==> src/rtl/common_axis_pkg.sv <==
// Shared definitions for the AXI4-Stream master/sink pair: width helper,
// FSM state encoding and the TSTRB all-ones mask.
package common_axis_pkg;

    typedef enum logic [1:0] {
        IDLE = 2'd0,
        SEND = 2'd1,
        DONE = 2'd2
    } axis_state_e;

    // Bits needed to hold the value itself (not value-1), so 128 -> 8.
    function automatic int clogb2(input int value);
        int r;
        r = 0;
        for (int v = value; v > 0; v = v >> 1) r++;
        return (r < 1) ? 1 : r;
    endfunction

    function automatic logic [127:0] strb_ones(input int nbytes);
        return (128'(1) << nbytes) - 128'(1);
    endfunction

endpackage

==> src/rtl/common_m00_axis.sv <==
// AXI4-Stream master: snapshots a wide buffer on send_start and streams it out
// word 0 first, one beat per accepted handshake, TLAST on word L-1.
module common_m00_axis
    import common_axis_pkg::*;
#(
    parameter  int C_M_AXIS_TDATA_WIDTH   = 8,
    parameter  int NUMBER_OF_OUTPUT_WORDS = 128,
    localparam int CNT_W                  = clogb2(NUMBER_OF_OUTPUT_WORDS)
) (
    input  logic                                             M_AXIS_ACLK,
    input  logic                                             M_AXIS_ARESETN,
    input  logic [C_M_AXIS_TDATA_WIDTH*NUMBER_OF_OUTPUT_WORDS-1:0] data_to_send,
    input  logic                                             send_start,
    input  logic [CNT_W-1:0]                                 num_words,
    output logic                                             busy,
    output logic                                             send_done,
    output logic                                             M_AXIS_TVALID,
    output logic [C_M_AXIS_TDATA_WIDTH-1:0]                  M_AXIS_TDATA,
    output logic [C_M_AXIS_TDATA_WIDTH/8-1:0]                M_AXIS_TSTRB,
    output logic                                             M_AXIS_TLAST,
    input  logic                                             M_AXIS_TREADY
);

    localparam int W      = C_M_AXIS_TDATA_WIDTH;
    localparam int N      = NUMBER_OF_OUTPUT_WORDS;
    localparam int STRB_W = W / 8;
    localparam int IDX_W  = (N > 1) ? $clog2(N) : 1;
    localparam logic [STRB_W-1:0] STRB_ONES = STRB_W'(strb_ones(STRB_W));
    localparam logic [CNT_W-1:0]  N_CNT     = CNT_W'(N);

    axis_state_e               state_q;
    logic [N-1:0][W-1:0]       snap_q;
    logic [CNT_W-1:0]          ptr_q, len_q;
    logic                      tvalid_q, tlast_q, busy_q, done_q;
    logic [W-1:0]              tdata_q;
    logic [STRB_W-1:0]         tstrb_q;

    logic [CNT_W-1:0]          len_d, ptr_d;
    logic [IDX_W-1:0]          idx_d;
    logic                      last_beat;

    // 0 and anything above N both mean a full buffer.
    assign len_d     = (num_words == '0 || num_words > N_CNT) ? N_CNT : num_words;
    assign ptr_d     = ptr_q + CNT_W'(1);
    assign idx_d     = IDX_W'(ptr_d);
    assign last_beat = (ptr_q == len_q - CNT_W'(1));

    // Snapshot has no reset; it is only read after a capture.
    always_ff @(posedge M_AXIS_ACLK) begin
        if (state_q == IDLE && send_start && M_AXIS_ARESETN)
            snap_q <= data_to_send;
    end

    always_ff @(posedge M_AXIS_ACLK or negedge M_AXIS_ARESETN) begin
        if (!M_AXIS_ARESETN) begin
            state_q  <= IDLE;
            ptr_q    <= '0;
            len_q    <= '0;
            tvalid_q <= 1'b0;
            tlast_q  <= 1'b0;
            tdata_q  <= '0;
            tstrb_q  <= '0;
            busy_q   <= 1'b0;
            done_q   <= 1'b0;
        end else begin
            case (state_q)
                IDLE: begin
                    done_q <= 1'b0;
                    if (send_start) begin
                        // Word 0 comes straight from the input: snapshot loads this same edge.
                        len_q    <= len_d;
                        ptr_q    <= '0;
                        tvalid_q <= 1'b1;
                        tdata_q  <= data_to_send[W-1:0];
                        tlast_q  <= (len_d == CNT_W'(1));
                        tstrb_q  <= STRB_ONES;
                        busy_q   <= 1'b1;
                        state_q  <= SEND;
                    end
                end
                SEND: begin
                    if (M_AXIS_TREADY) begin
                        if (last_beat) begin
                            tvalid_q <= 1'b0;
                            tlast_q  <= 1'b0;
                            tstrb_q  <= '0;
                            tdata_q  <= '0;
                            done_q   <= 1'b1;
                            state_q  <= DONE;
                        end else begin
                            ptr_q   <= ptr_d;
                            tdata_q <= snap_q[idx_d];
                            tlast_q <= (ptr_d == len_q - CNT_W'(1));
                        end
                    end
                end
                DONE: begin
                    done_q  <= 1'b0;
                    busy_q  <= 1'b0;
                    state_q <= IDLE;
                end
                default: state_q <= IDLE;
            endcase
        end
    end

    assign busy          = busy_q;
    assign send_done     = done_q;
    assign M_AXIS_TVALID = tvalid_q;
    assign M_AXIS_TDATA  = tdata_q;
    assign M_AXIS_TSTRB  = tstrb_q;
    assign M_AXIS_TLAST  = tlast_q;

endmodule
==> config.mk <==
export PLATFORM = sky130hd
export DESIGN_NAME = common_m00_axis
export DESIGN_NICKNAME = d
export VERILOG_FILES = /design/src/rtl/common_axis_pkg.sv /design/src/rtl/common_m00_axis.sv
export SDC_FILE = /design/constraint.sdc
export NUM_CORES = 1
export LEC_CHECK = 0
export CAP_MARGIN = 20
export CORE_AREA = 5 5 409 411
export CTS_CLUSTER_SIZE = 28
export DETAILED_ROUTE_END_ITERATION = 10
export DIE_AREA = 0 0 414 416
export DONT_BUFFER_PORTS = 1
export SLEW_MARGIN = 5
export SYNTH_ARGS = -nofsm -noshare
export SYNTH_HDL_FRONTEND = slang
export SYNTH_SLANG_ARGS = --single-unit
==> constraint.sdc <==
create_clock -name M_AXIS_ACLK -period 76.2 [get_ports M_AXIS_ACLK]
set_clock_uncertainty 0.15 [all_clocks]
set_input_delay 7.62 -clock M_AXIS_ACLK [delete_from_list [all_inputs] [get_ports M_AXIS_ACLK]]
set_output_delay 7.62 -clock M_AXIS_ACLK [all_outputs]
set_load 0.02 [all_outputs]
==> results of run 1 <==
## layout make-up
| cell class | instances | area (um^2) | share of cell area |
|---|---|---|---|
| clock buffer | 137 | 2980 | 0.0623 |
| multi-input combinational | 948 | 9190 | 0.192 |
| tap | 2189 | 2740 | 0.0572 |
| sequential | 1054 | 31500 | 0.658 |
| antenna | 28 | 70.1 | 0.00146 |
| inverter | 7 | 27.5 | 0.000575 |
| timing repair buffer | 59 | 488 | 0.0102 |
| clock inverter | 76 | 861 | 0.0180 |
## logic make-up after synthesis
kind of cell | share of synthesized area
AO/OA/AOI/OAI | 0.0338
AND/OR/NAND/NOR | 0.0457
multiplexers | 0.132
XOR/XNOR | 0.00677
adder cells (fa/ha/maj) | 0.000605
buffers and inverters | 0.0192
flip-flops | 0.761
## through the flow
step | worst slack (ns) | power (W) | util | std cells | area, um^2
2_1_floorplan | 43.28 | 0.00112 | - | 2127 | 41400
3_3_place_gp | 62.52 | 0.00130 | 0.268 | 4256 | 43900
3_5_place_dp | 62.34 | 0.00131 | 0.268 | 4257 | 43900
4_1_cts | 63.22 | 0.00187 | 0.292 | 4470 | 47800
5_1_grt | 62.84 | 0.00192 | 0.292 | 4481 | 47800
6_report | 63.08 | 0.00184 | 0.292 | 4498 | 47900
## per-layer routing
metal	vias up	share of wire	wire [um]	track usage
met3	257	0.079	12300	0.0477
li1	8845	-	-	-
met5	-	0.0013	203	0
met1	11400	0.37	56700	0.204
met2	1220	0.52	80700	0.305
met4	30	0.029	4440	0.0497
## registers in the layout, indices dropped and copies added (netlist names)
register      cells
M_AXIS_TSTRB      1
ptr_q             8
state_q           2
len_q             8
busy              1
M_AXIS_TLAST      1
send_done         1
M_AXIS_TDATA      8
snap_q         1024
## worst paths after layout
kind                                         from                     to  cells after the start
hold reg to reg            state_q[1]$_DFFE_PN0P_       busy$_DFFE_PN0P_                      1
max in group asynchronous          M_AXIS_ARESETN   ptr_q[0]$_DFFE_PN0P_                      0
hold / removal             state_q[1]$_DFFE_PN0P_       busy$_DFFE_PN0P_                      1
setup reg to reg           state_q[0]$_DFFE_PN0P_  snap_q[261]$_DFFE_PP_                      9
setup / recovery                       send_start  snap_q[261]$_DFFE_PP_                      8
min in group asynchronous          M_AXIS_ARESETN       busy$_DFFE_PN0P_                      0
## placed cells by master (no fill, tap or decap), types with 9 or more instances in the layout
cell type and count:
clkinv_2 26, clkbuf_1 21, o21ai_0 15, o21ai_1 9, mux4_2 178, nand3_1 75
clkinv_1 15, a221oi_1 19, bufinv_16 15, and3_1 12, o221ai_1 12, a31oi_1 28
dfrtp_1 29, buf_4 55, a21oi_1 12, nor3_1 15, nand2_1 204, edfxtp_1 1024
a22oi_1 33, nor2_1 56, diode_2 28, xnor2_1 14, mux2i_1 129, clkbuf_16 116
## critical path: cells and delay by family
family	cells	cell delay, ns
buf+inv	5	3.78
simple gates	3	1.67
## power breakdown
| group | internal, W | switching, W | leakage (nW) | total (W) |
|---|---|---|---|---|
| sequential | 0.000686 | 0.0000289 | 9.74 | 0.000715 |
| clock | 0.000331 | 0.000233 | 1.87 | 0.000564 |
| combinational | 0.000198 | 0.000360 | 3.29 | 0.000558 |
| total | 0.00122 | 0.000622 | 14.9 | 0.00184 |
==> results.toml, run 1 <==
[finish]
fillers = 16100
syn2layout_area_growth_pct = 15.7
drive_above_1_share = 0.196
fin_nets = 3221

[routing]
ant_nets = 0
dr_total_vias = 21700
vias_per_cell = 4.83
dr.pass1.iters = 6
routedWlPerCell_um = 34.3
drt-total-wl_um = 154000
drc = 0
dr.first_iter.drc_count = 2357

[grt]
overflow = 0
grt_max_degree = 162
grt_first_pass_wirelength_um = 200000
antenna_found_initial = 85
track_usage = 0.172
grt_pass1_vias = 21700

[worst_setup_path]
start_kind = "input pin"
crit_path_max_incr_delay_ns = 0.91
crit_slowest_cell = "and2_4"
worstPathCellList = "nand2_1 > nor2_1 > and2_4 > buf_4 > buf_4 > buf_4 > buf_4 > buf_4"
crit_path_max_fanout = 72
cp_common_cell = "buf_4"
crit_required_ns = 76.41
end_kind = "flop"
ff2ff_setup_slack_ns = 69.35
crit_type = "in2reg"
arrival_ns = 13.33

[synth]
synth_seq_cells = 1054
synth_nets = 3165
synth_most_common_cell = "edfxtp_1"
ys_seq_area_frac = 0.761
syn_inst = 2127
synth_warnings = 0
yosys.area.top_type_share = 0.743
ys.flop_type = "edfxtp_1"
synth_edf_count = 1024
yosys-top-cells-area = "edfxtp_1 74%, mux4_2 9.7%, mux2i_1 3.1%"
ys_types = 67
synth_common_cells = "1024 x edfxtp_1, 204 x nand2_1, 178 x mux4_2"
syn_area_um2 = 41400
synth.avg_cell_area_um2 = 19.4
synth_area_leader_cell = "edfxtp_1"
async_flop_share = 0.0285

[outcome]
status = "completed"

[floorplanning]
start_util = 0.253
io_pins = 1049
rows = 149
coreArea_um2 = 164000
chipHeight_um = 416
die_area_um2 = 172000
dieWidth_um = 414

[sta]
hold_violations = 0
min_period_over_period = 0.172
slew_viol_final = 0
finalSetupViolations = 0
rsz0062_at_grt = "false"
max_freq_mhz = 76.2
setup_tns_ns = 0
hold_ws_ns = 0.371
min_period_ns = 13.12
slew_headroom = 0.115
tightest_slew_ns = 1.33

[clock_tree]
cts_setup_buffers = 0
cts-resized-gates = 0
htreeDepth = 3
cts.root.buffer_cell = "clkbuf_16"
clock_path_buffers = 3
cts_num_sinks = 1054
cts_tree = "yes"
cts-buffers-inserted = 113
cts_hold_buf = 0
insertion_delay_ns = 0.74
path_clk_slew_ns = 0.06

[place]
gp_congestion = 0.937
io_buffers = 0
hpwl_um = 119000

[run]
drv_cap = 0

[power]
p_leak_nw = 14.9
p_per_area_nw_per_um2 = 38.4
ir_drop_mv = 0.0239

[min_path]
min_path_type = "reg2reg"
Note: power is estimated with default switching activity, not from simulation.
==> inputs of run 2 (changes only) <==
clock period = 13.05 ns   (was 76.2 ns; I/O delays follow)
==> results.toml, run 2 (synthesized netlist as in run 1, its figures left out) <==
[power]
p_leak_nw = 14.9
ir_drop_mv = 0.141
p_per_area_nw_per_um2 = 226

[worst_setup_path]
crit_path_max_fanout = 34
crit_path_max_incr_delay_ns = 0.86
crit_slowest_cell = "a221oi_1"
start_kind = "flop"
worstPathCellList = "ha_4 > xor2_4 > buf_4 > buf_4 > buf_4 > nor2_4 > buf_4 > a221oi_1 > o21ai_0 > o2111ai_1 > a221o_1"
crit_required_ns = 13.61
arrival_ns = 5.90
cp_common_cell = "buf_4"
crit_type = "reg2reg"
end_kind = "flop"

[floorplanning]
io_pins = 1049
start_util = 0.253
chipHeight_um = 416
coreArea_um2 = 164000
rows = 149
dieWidth_um = 414
die_area_um2 = 172000

[sta]
slew_headroom = 0.121
slew_viol_final = 0
min_period_ns = 5.33
min_period_over_period = 0.409
finalSetupViolations = 0
tightest_slew_ns = 1.32
setup_tns_ns = 0
setup_slack_ns = 7.72
max_freq_mhz = 187
hold_violations = 0
rsz0062_at_grt = "false"

[finish]
seqCellArea_um2 = 31500
syn2layout_area_growth_pct = 15.8
multi_input_area_um2 = 9190
final_cell_mix = "1024 x edfxtp_1, 204 x nand2_1, 178 x mux4_2"
largest_reg_flops = 1024
fin_nets = 3223
regMostFlops = "snap_q"
finalNonFillerCells = 4504
drive_above_1_share = 0.194
final_common_cell = "edfxtp_1"
fillers = 16000

[outcome]
status = "completed"

[clock_tree]
path_clk_slew_ns = 0.06
clock_path_buffers = 3
cts-resized-gates = 0
cts.root.buffer_cell = "clkbuf_16"
cts_num_sinks = 1054
cts-buffers-inserted = 115
htreeDepth = 3
cts_tree = "yes"
cts_setup_buffers = 0
insertion_delay_ns = 0.77
cts_hold_buf = 2

[place]
hpwl_um = 123000
io_buffers = 0
dp_cells = 4255
gp_congestion = 0.908
preCtsSetupSlack_ns = 7.38

[routing]
dr.first_iter.drc_count = 2621
vias_per_cell = 4.82
drc = 0
dr_total_vias = 21700
drt-total-wl_um = 161000
routedWlPerCell_um = 35.8
dr.pass1.iters = 5
ant_nets = 0

[grt]
grt_first_pass_wirelength_um = 208000
overflow = 0
grt_pass1_vias = 22100
antenna_found_initial = 95
track_usage = 0.180
grt_max_degree = 205

[run]
drv_cap = 0

[min_path]
min_path_type = "in2async"
run 2: cell types whose count changed in the layout (fill, tap and decap cells not counted), moves of 3 or more:
| cell | change |
|---|---|
| buf_4 | -3 |
| clkbuf_1 | -9 |
| clkinv_1 | +16 |
| clkinv_2 | -11 |
| clkinv_8 | +5 |
| diode_2 | +3 |
run 2: through the flow:
step | total power (W) | util | instance area, um^2 | hold WS (ns)
after floorplan | 0.00632 | - | 41400 | 0.330
after global placement | 0.00764 | 0.268 | 43900 | 0.356
after detailed placement | 0.00768 | 0.268 | 43900 | 0.388
after CTS | 0.0110 | 0.292 | 47800 | 0.0170
after global routing | 0.0113 | 0.292 | 47900 | 0.0295
final | 0.0108 | 0.293 | 47900 | 0.111
run 2: layout make-up:
type | instances | area share
flip-flops and latches | 1054 | 0.657
multi-input cells | 948 | 0.192
clock buffers | 127 | 0.0610
well taps | 2189 | 0.0572
clock inverters | 89 | 0.0197
repair buffers | 59 | 0.0107
diodes | 31 | 0.00162
inverters | 7 | 0.000548
run 2: path summary, 6_finish.rpt:
kind | from | to | slack [ns] | cells past startpoint
hold reg to reg | ptr_q[7]$_DFFE_PN0P_ | ptr_q[7]$_DFFE_PN0P_ | 0.39 | 1
hold / removal | M_AXIS_ARESETN | M_AXIS_TDATA[5]$_DFFE_PN0P_ | 0.11 | 0
setup reg to reg | ptr_q[0]$_DFFE_PN0P_ | M_AXIS_TDATA[1]$_DFFE_PN0P_ | 7.72 | 11
max in group asynchronous | M_AXIS_ARESETN | M_AXIS_TDATA[4]$_DFFE_PN0P_ | 11.69 | 1
setup / recovery | ptr_q[0]$_DFFE_PN0P_ | M_AXIS_TDATA[1]$_DFFE_PN0P_ | 7.72 | 11
min in group M_AXIS_ACLK | ptr_q[7]$_DFFE_PN0P_ | ptr_q[7]$_DFFE_PN0P_ | 0.39 | 1
run 2: report_power, final:
part	internal, W	leakage [nW]	switching (W)
Sequential	0.00401	9.74	0.000186
Clock	0.00189	1.86	0.00143
Combinational	0.00116	3.30	0.00212
Total	0.00706	14.9	0.00374
run 2: metal layers:
metal,track usage,up-vias,share of wire
met4,0.0502,28,0.029
li1,-,8858,-
met2,0.322,1283,0.53
met3,0.0516,260,0.081
met5,0,-,0.0011
met1,0.211,11300,0.36
run 2: critical path: cells and delay by family, from the launching register on:
family,cells,cell delay (ns)
DFF,1,0.74
xor gates and xnor gates,1,0.15
and+or+nand+nor,1,0.15
adders and majority gates,1,0.36
buffers and inverters,4,1.66
AOI/OAI and AO/OA,4,1.95
